--- src/rtl/axis_req_latency_probe.sv ---
// In-line request/reply probe: forwards the request stream with an optional outstanding-request
// throttle, timestamps request starts and matches reply ends in FIFO order for latency stats.
//
// state   | meaning
// ST_IDLE | between request packets; a new packet may be throttled
// ST_PKT  | inside a request packet; beats always pass
module axis_req_latency_probe #(
    parameter int DATA_WIDTH = 256,
    parameter int USER_WIDTH = 64,
    parameter int TS_WIDTH   = 32,
    parameter int CNT_WIDTH  = 32,
    parameter int DEPTH      = 16
) (
    input  logic                      clk,
    input  logic                      sys_rst,
    input  logic                      clear,
    input  logic                      limit_en,
    input  logic [$clog2(DEPTH):0]    max_outstanding,
    input  logic [DATA_WIDTH-1:0]     s_req_tdata,
    input  logic [DATA_WIDTH/8-1:0]   s_req_tkeep,
    input  logic [USER_WIDTH-1:0]     s_req_tuser,
    input  logic                      s_req_tlast,
    input  logic                      s_req_tvalid,
    output logic                      s_req_tready,
    output logic [DATA_WIDTH-1:0]     m_req_tdata,
    output logic [DATA_WIDTH/8-1:0]   m_req_tkeep,
    output logic [USER_WIDTH-1:0]     m_req_tuser,
    output logic                      m_req_tlast,
    output logic                      m_req_tvalid,
    input  logic                      m_req_tready,
    input  logic                      rpl_tvalid,
    input  logic                      rpl_tready,
    input  logic                      rpl_tlast,
    output logic [$clog2(DEPTH):0]    outstanding,
    output logic [CNT_WIDTH-1:0]      nr_sent,
    output logic [CNT_WIDTH-1:0]      nr_received,
    output logic [TS_WIDTH-1:0]       lat_last,
    output logic [TS_WIDTH-1:0]       lat_min,
    output logic [TS_WIDTH-1:0]       lat_max,
    output logic [CNT_WIDTH-1:0]      lat_sum,
    output logic                      lat_valid,
    output logic                      underflow
);
    localparam int AW = $clog2(DEPTH);
    localparam int CW = AW + 1;
    localparam int SW = ((TS_WIDTH > CNT_WIDTH) ? TS_WIDTH : CNT_WIDTH) + 1;

    typedef enum logic {ST_IDLE, ST_PKT} state_t;

    state_t                r_state, w_state_nxt;
    logic [TS_WIDTH-1:0]   r_ts;
    logic [TS_WIDTH-1:0]   r_mem [DEPTH];
    logic [AW-1:0]         r_wr_ptr, r_rd_ptr;
    logic [CW-1:0]         r_count;
    logic [CNT_WIDTH-1:0]  r_nr_sent, r_nr_received, r_lat_sum;
    logic [TS_WIDTH-1:0]   r_lat_last, r_lat_min, r_lat_max;
    logic                  r_lat_valid, r_underflow;

    logic                  w_full, w_pass, w_acc, w_push, w_rpl_end, w_pop, w_underflow_ev;
    logic [TS_WIDTH-1:0]   w_lat_raw, w_lat;
    logic [SW-1:0]         w_sum;

    assign w_full         = (r_count == CW'(DEPTH));
    assign w_pass         = (r_state == ST_PKT) |
                            (!w_full & (!limit_en | (r_count < max_outstanding)));
    assign w_acc          = s_req_tvalid & m_req_tready & w_pass;
    assign w_push         = w_acc & (r_state == ST_IDLE);
    assign w_rpl_end      = rpl_tvalid & rpl_tready & rpl_tlast;
    // A same-cycle push is not visible here: the pop only sees the registered occupancy.
    assign w_pop          = w_rpl_end & (r_count != '0);
    assign w_underflow_ev = w_rpl_end & (r_count == '0);

    assign w_lat_raw = r_ts - r_mem[r_rd_ptr];
    assign w_lat     = (w_lat_raw == '0) ? TS_WIDTH'(1) : w_lat_raw;
    assign w_sum     = SW'(r_lat_sum) + SW'(w_lat);

    assign m_req_tdata  = s_req_tdata;
    assign m_req_tkeep  = s_req_tkeep;
    assign m_req_tuser  = s_req_tuser;
    assign m_req_tlast  = s_req_tlast;
    assign m_req_tvalid = s_req_tvalid & w_pass;
    assign s_req_tready = m_req_tready & w_pass;

    always_comb begin
        w_state_nxt = r_state;
        if (w_acc) begin
            w_state_nxt = s_req_tlast ? ST_IDLE : ST_PKT;
        end
    end

    always_ff @(posedge clk or posedge sys_rst) begin
        if (sys_rst) begin
            r_state <= ST_IDLE;
            r_ts    <= '0;
        end else begin
            r_state <= w_state_nxt;
            r_ts    <= r_ts + TS_WIDTH'(1);
        end
    end

    always_ff @(posedge clk) begin
        if (w_push) begin
            r_mem[r_wr_ptr] <= r_ts;
        end
    end

    always_ff @(posedge clk or posedge sys_rst) begin
        if (sys_rst) begin
            r_wr_ptr <= '0;
            r_rd_ptr <= '0;
            r_count  <= '0;
        end else begin
            if (w_push) r_wr_ptr <= r_wr_ptr + AW'(1);
            if (w_pop)  r_rd_ptr <= r_rd_ptr + AW'(1);
            if (w_push && !w_pop)      r_count <= r_count + CW'(1);
            else if (w_pop && !w_push) r_count <= r_count - CW'(1);
        end
    end

    // clear takes priority over any event completing on the same edge.
    always_ff @(posedge clk or posedge sys_rst) begin
        if (sys_rst) begin
            r_nr_sent     <= '0;
            r_nr_received <= '0;
            r_lat_last    <= '0;
            r_lat_min     <= '1;
            r_lat_max     <= '0;
            r_lat_sum     <= '0;
            r_lat_valid   <= 1'b0;
            r_underflow   <= 1'b0;
        end else begin
            r_lat_valid <= 1'b0;
            if (clear) begin
                r_nr_sent     <= '0;
                r_nr_received <= '0;
                r_lat_last    <= '0;
                r_lat_min     <= '1;
                r_lat_max     <= '0;
                r_lat_sum     <= '0;
                r_underflow   <= 1'b0;
            end else begin
                if (w_push)         r_nr_sent   <= r_nr_sent + CNT_WIDTH'(1);
                if (w_underflow_ev) r_underflow <= 1'b1;
                if (w_pop) begin
                    r_lat_last    <= w_lat;
                    r_nr_received <= r_nr_received + CNT_WIDTH'(1);
                    r_lat_valid   <= 1'b1;
                    if (w_lat < r_lat_min) r_lat_min <= w_lat;
                    if (w_lat > r_lat_max) r_lat_max <= w_lat;
                    r_lat_sum <= (w_sum[SW-1:CNT_WIDTH] != '0) ? '1 : w_sum[CNT_WIDTH-1:0];
                end
            end
        end
    end

    assign outstanding = r_count;
    assign nr_sent     = r_nr_sent;
    assign nr_received = r_nr_received;
    assign lat_last    = r_lat_last;
    assign lat_min     = r_lat_min;
    assign lat_max     = r_lat_max;
    assign lat_sum     = r_lat_sum;
    assign lat_valid   = r_lat_valid;
    assign underflow   = r_underflow;

endmodule

--- config.mk ---
export PLATFORM = sky130hd
export DESIGN_NAME = axis_req_latency_probe
export DESIGN_NICKNAME = d
export VERILOG_FILES = /design/src/rtl/axis_req_latency_probe.sv
export SDC_FILE = /design/constraint.sdc
export NUM_CORES = 1
export LEC_CHECK = 0
export BUFFER_PORTS_ARGS = -buffer_cell sky130_fd_sc_hd__buf_2
export CORE_AREA = 5 5 353 355
export DETAILED_ROUTE_END_ITERATION = 10
export DIE_AREA = 0 0 358 360
export MAX_ROUTING_LAYER = met4
export PLACE_DENSITY = 0.49
export SKIP_CTS_REPAIR_TIMING = 1
export SYNTH_ARGS = -nofsm -noshare
export SYNTH_HDL_FRONTEND = slang
export SYNTH_SLANG_ARGS = --single-unit
--- constraint.sdc ---
create_clock -name clk -period 12.07 [get_ports clk]
set_input_delay 1.207 -clock clk [delete_from_list [all_inputs] [get_ports clk]]
set_output_delay 1.207 -clock clk [all_outputs]
set_load 0.02 [all_outputs]
Word level (Yosys, flattened, before mapping)
Memory sizes are Yosys's and may differ from the RTL's.
Cells that the tools add are included.
- register bits: 240
- RAM bits: 512
- input port bits: 367
- output and inout port bits: 554
- word-level logic and storage cells: 82
- memories: 1
- memory list (name ; words ; width ; read ports ; clocked after Yosys merged registers in ; write ports ; RTL line ; text):
    r_mem ; 16 ; 32 ; 1 ; 0 ; 1 ; 52 ; logic [TS_WIDTH-1:0] r_mem [DEPTH];
- add/subtract/negate cells: 9
- order comparisons: 3
- equal/unequal tests: 1
- muxes and demuxes: 25
- bitwise gates (word level): 13
- reductions and logical operators: 17
- operators with widths (operator ; number):
    2-to-1 mux 32 bit ; 16
    adder 32 x 1 -> 32 bit, second input constant ; 3
    adder 32 x 32 -> 33 bit ; 1
    > comparator 32 bit ; 1
    logical NOT 32 bit ; 1
    < comparator 32 bit ; 1
    subtractor 32 bit ; 1
    nonzero test 2 bit ; 6
    bitwise AND 1 bit ; 10
    2-to-1 mux 5 bit ; 2
    adder 4 x 1 -> 4 bit, second input constant ; 2
    2-to-1 mux 1 bit ; 7
    adder 5 x 1 -> 5 bit, second input constant ; 1
    == test 5 bit, second input constant ; 1
    logical NOT 5 bit ; 1
    < comparator 5 bit ; 1
    nonzero test 5 bit ; 1
    subtractor 5 x 1 -> 5 bit, second input constant ; 1
    logical NOT 1 bit ; 4
    AND reduction 2 bit ; 2
    logical AND 1 bit ; 2
    OR 1 bit ; 2
    inverter 1 bit ; 1

Depth between registers and ports, before layout
- depth in word-level cells: 10
- mapped depth: 32
- mapped depth without buffers: 28

Least setup slack after synthesis
Ideal clock, no wire load.
- path type: reg-to-reg
- start: reg r_rd_ptr[0]
- end: reg r_lat_sum[10] (netlist: lat_sum[10])
- library setup time: 0.099 ns
- arrival: 8.733 ns
- required time: 11.971 ns
- setup slack: 3.238 ns
- cell stages (with the launch flop): 31
- buffers on the path: 4
- period minus slack after synthesis: 8.832 ns
- cell sequence: dfrtp_1 -> clkbuf_1 -> buf_1 -> buf_1 -> mux4_2 -> mux4_2 -> inv_1 -> ha_1 -> and2_4 -> a221o_1 -> or3_1 -> a2111o_1 -> nor4_1 -> or4b_1 -> nor4_1 -> nand4_1 -> o41a_1 -> inv_1 -> ha_1 -> fa_1 -> o21ai_0 -> o21ai_0 -> a2bb2oi_1 -> o31ai_1 -> a31o_2 -> a311oi_1 -> a21o_1 -> o31ai_1 -> a211oi_2 -> buf_2 -> a311oi_1
- longest elaborated chain between the ends: 8
- ends and longest elaborated chain (what ; RTL line ; text):
    start, declared ; 53 ; logic [AW-1:0] r_wr_ptr, r_rd_ptr;
    start signal, assigned ; 114 ; if (w_pop) r_rd_ptr <= r_rd_ptr + AW'(1);
    memory read (16 x 32 bit) (*) ; n/a ;
    subtractor 32 bit (*) ; 73 ; assign w_lat_raw = r_ts - r_mem[r_rd_ptr];
    logical NOT 32 bit ; 74 ; assign w_lat = (w_lat_raw == '0) ? TS_WIDTH'(1) : w_lat_raw;
    2-to-1 mux 32 bit (*) ; 74 ;
    adder 32 x 32 -> 33 bit (*) ; 75 ; assign w_sum = SW'(r_lat_sum) + SW'(w_lat);
    2-to-1 mux 32 bit (*) ; 150 ; r_lat_sum <= (w_sum[SW-1:CNT_WIDTH] != '0) ? '1 : w_sum[CNT_WIDTH-1:0];
    2-to-1 mux 32 bit (*) ; 144 ; if (w_pop) begin
    2-to-1 mux 32 bit (*) ; 133 ; if (clear) begin
    end signal, assigned ; 150 ;
    end, declared ; 55 ; logic [CNT_WIDTH-1:0] r_nr_sent, r_nr_received, r_lat_sum;
Every way passes the cells marked *; elsewhere a longest branch is shown, timed or not. The select of a mux whose other input is x is not followed.
A chain may end at the register's enable or synchronous reset.

Final worst setup path
- start: reg r_rd_ptr[0]
- end: reg r_lat_sum[27] (netlist: lat_sum[27])
The elaborated chain is that of the path after synthesis.

==> metrics <==
status complete, no violations; Crit Path Category flip-flop to flip-flop; Mapped Area 38,100 sq um; Sequential Power Share 33.3%; GP Congestion 0.832; CP startpoint kind flip-flop; async set or reset register ratio after synthesis 31.9%; post-DP HPWL 111,000 microns; hold depth 1; vias 23,397; nets 3,296; commonest non-fill, non-tap cells in the layout edfxtp_1 (512), nor2_1 (246), buf_2 (215); Initial DRT Pass Iterations 8; Finish-stage setup viols 0; Sequential Area 21,400 sq um; Post-Syn Area per Cell 13.2 sq um; clk slew on worst S/H paths 0.06 ns; WP data required 12.62 ns; Power Dens Cells 228 nW/um^2; CTS tree built; Initial Util 31.5%; Core Rows 128; Peak Freq 0.100 GHz; CTS max path bufs 3; Largest stage delay, worst path 0.84 ns; Max-slew headroom 27.4%; vias per inst 5.22; critical path's slowest cell dfrtp_4; synth unique cells 88; Max Cap Viol 0; switching power total 0.00352 W; setup TNS 0 ns; Die ar. 129,000 sq um; first-pass GRT wire length 205,000 microns; post-synth net total 3,394; Antenna Nets Post-Route 0; cell leakage power 16.3 nW; cts bufs inserted 83; total gr overflow 0; worst-path maximum fanout 31; fin crit share 82.7%; min Tclk post-route 9.98 ns; count of pins over their slew limit 0; fillers 11,890; Primary FF master, synth edfxtp_1; Core Region 121,000 sq um; most frequent CP cell o21ai_0; Worst-Margin Slew 1.06 ns; Area Growth Syn to Fin 8.82%; H-tree levels 3; via count of the first global-routing pass 23,031; Comb power frac 38.1%; CTS root buf clkbuf_16; worst skew pair latency 0.67 ns; sequential area share after synthesis 56.2%; Synth Register Bits 752; Antenna diodes 0; initial antenna violation count 0; Finished Core Util 34.2%; Clock Sinks 752; I/O Pins 921; Avg WL per Cell 34.1 microns; DRC violations left 0; Iter 0 DRT Violations 2,045; IO buf count 216; pin count of the biggest net entering global routing 91; Post-Synthesis Cells 2,888; Multi-input gate area 13,100 sq um; min-delay worst type flip-flop to flip-flop; Post-synth EDFFs 512; Crit path arrival time 10.53 ns; layout cells sized above 1 22.9%; Final Hold Fails 0; Tot Pwr 0.00945 W; most common cell after layout, fill and taps aside edfxtp_1; die width 358 microns; Worst Reg-to-Reg Cells 29; clock group share of total power 28.5%; Die Y-Extent 360 microns; RSZ-0062 raised after global routing false; Worst setup EP type flip-flop; worst clock skew 0.0384 ns; GRT Util Overall 23.7%; Int Power 0.00593 W; yosys warns 0; Sw Share 37.3%; peak supply drop 0.000150 V; DRT Wirelength 153,000 microns
power by group through the flow:
stage	clock network (W)	registers [W]	logic (W)
3_5_place_dp	0	0.00321	0.00363
6_report	0.00270	0.00315	0.00361
2_1_floorplan	0	0.00317	0.00263
5_1_grt	0.00285	0.00318	0.00397
4_1_cts	0.00276	0.00316	0.00364
3_3_place_gp	0	0.00321	0.00362
critical path, delay by kind of cell (launching register included):
family | cells | cell delay (ns)
AO/OA/AOI/OAI | 15 | 4.61
AND/OR/NAND/NOR | 4 | 1.10
multiplexers | 2 | 1.04
buffers and inverters | 4 | 1.03
flip-flops | 1 | 0.84
adder cells (fa/ha/maj) | 3 | 0.76
XOR/XNOR | 1 | 0.43
routing by layer:
layer / GRT usage [%] / routed length, microns / vias up
li1: - / - / 10091
met1: 27.2 / 58700 / 11761
met2: 30.4 / 59900 / 1306
met3: 20.4 / 29900 / 239
met4: 6.34 / 4260 / 0
met5: - / 0 / -
cells in the mapped netlist (30+ instances only):
cell type / count / area [sq um]
dfrtp_1: 208 / 5200
a21oi_1: 113 / 566
inv_1: 130 / 488
a211oi_1: 36 / 270
o21ai_0: 51 / 255
xor2_1: 68 / 596
mux4_2: 159 / 3580
nor2_1: 246 / 923
a21o_1: 54 / 405
dfstp_2: 32 / 841
edfxtp_1: 512 / 15400
nor3_1: 34 / 170
clkbuf_1: 70 / 263
xnor2_1: 77 / 674
buf_4: 356 / 2670
nand4_1: 30 / 188
nand2_1: 130 / 488
ha_1: 136 / 1700
and3_1: 47 / 294
nand3_1: 70 / 350
mux2i_1: 62 / 621
final timing paths:
check	startpoint	endpoint	slack [ns]
worst min-delay path	underflow	underflow	0.51
worst max register to register	r_rd_ptr[0]	lat_sum[27]	2.09
worst max-delay path	r_rd_ptr[0]	lat_sum[27]	2.09
max in group asynchronous	sys_rst	lat_max[9]	9.25
worst min register to register	underflow	underflow	0.51
min in group asynchronous	sys_rst	r_wr_ptr[0]	0.69
metrics by stage:
stage	setup slack (ns)	hold slack [ns]	std cells	instance area [sq um]
final	2.09	0.509	4485	41400
after detailed placement	2.05	0.495	4330	38600
after global placement	2.29	0.489	4330	38600
after CTS	2.00	0.511	4485	41400
after global routing	1.16	0.528	4485	41400
after floorplan	3.24	0.516	2888	38100
registers in the layout, summed over array words and instances, names as in the netlist:
signal and cells:
r_mem 512, lat_last 32, lat_max 32, lat_min 32, lat_sum 32, nr_received 32
nr_sent 32, r_ts 32, outstanding 5, r_rd_ptr 4, r_wr_ptr 4, lat_valid 1
r_state 1, underflow 1
final cells by class:
| class | instances | area share, % |
|---|---|---|
| Clock buffer | 99 | 5.25 |
| Clock inverter | 56 | 1.66 |
| Inverter | 131 | 1.20 |
| Multi-Input combinational cell | 1547 | 31.5 |
| Sequential cell | 752 | 51.7 |
| Tap cell | 1625 | 4.91 |
| Timing Repair Buffer | 275 | 3.73 |
cells by family after synthesis:
family | after synthesis | synth area share (%)
AO/OA/AOI/OAI | 375 | 6.72
multiplexers | 223 | 11.1
flip-flops | 752 | 56.2
AND/OR/NAND/NOR | 660 | 8.21
adder cells (fa/ha/maj) | 144 | 4.76
XOR/XNOR | 145 | 3.33
buffers and inverters | 589 | 9.64
Note: power is estimated with default switching activity, not from simulation.
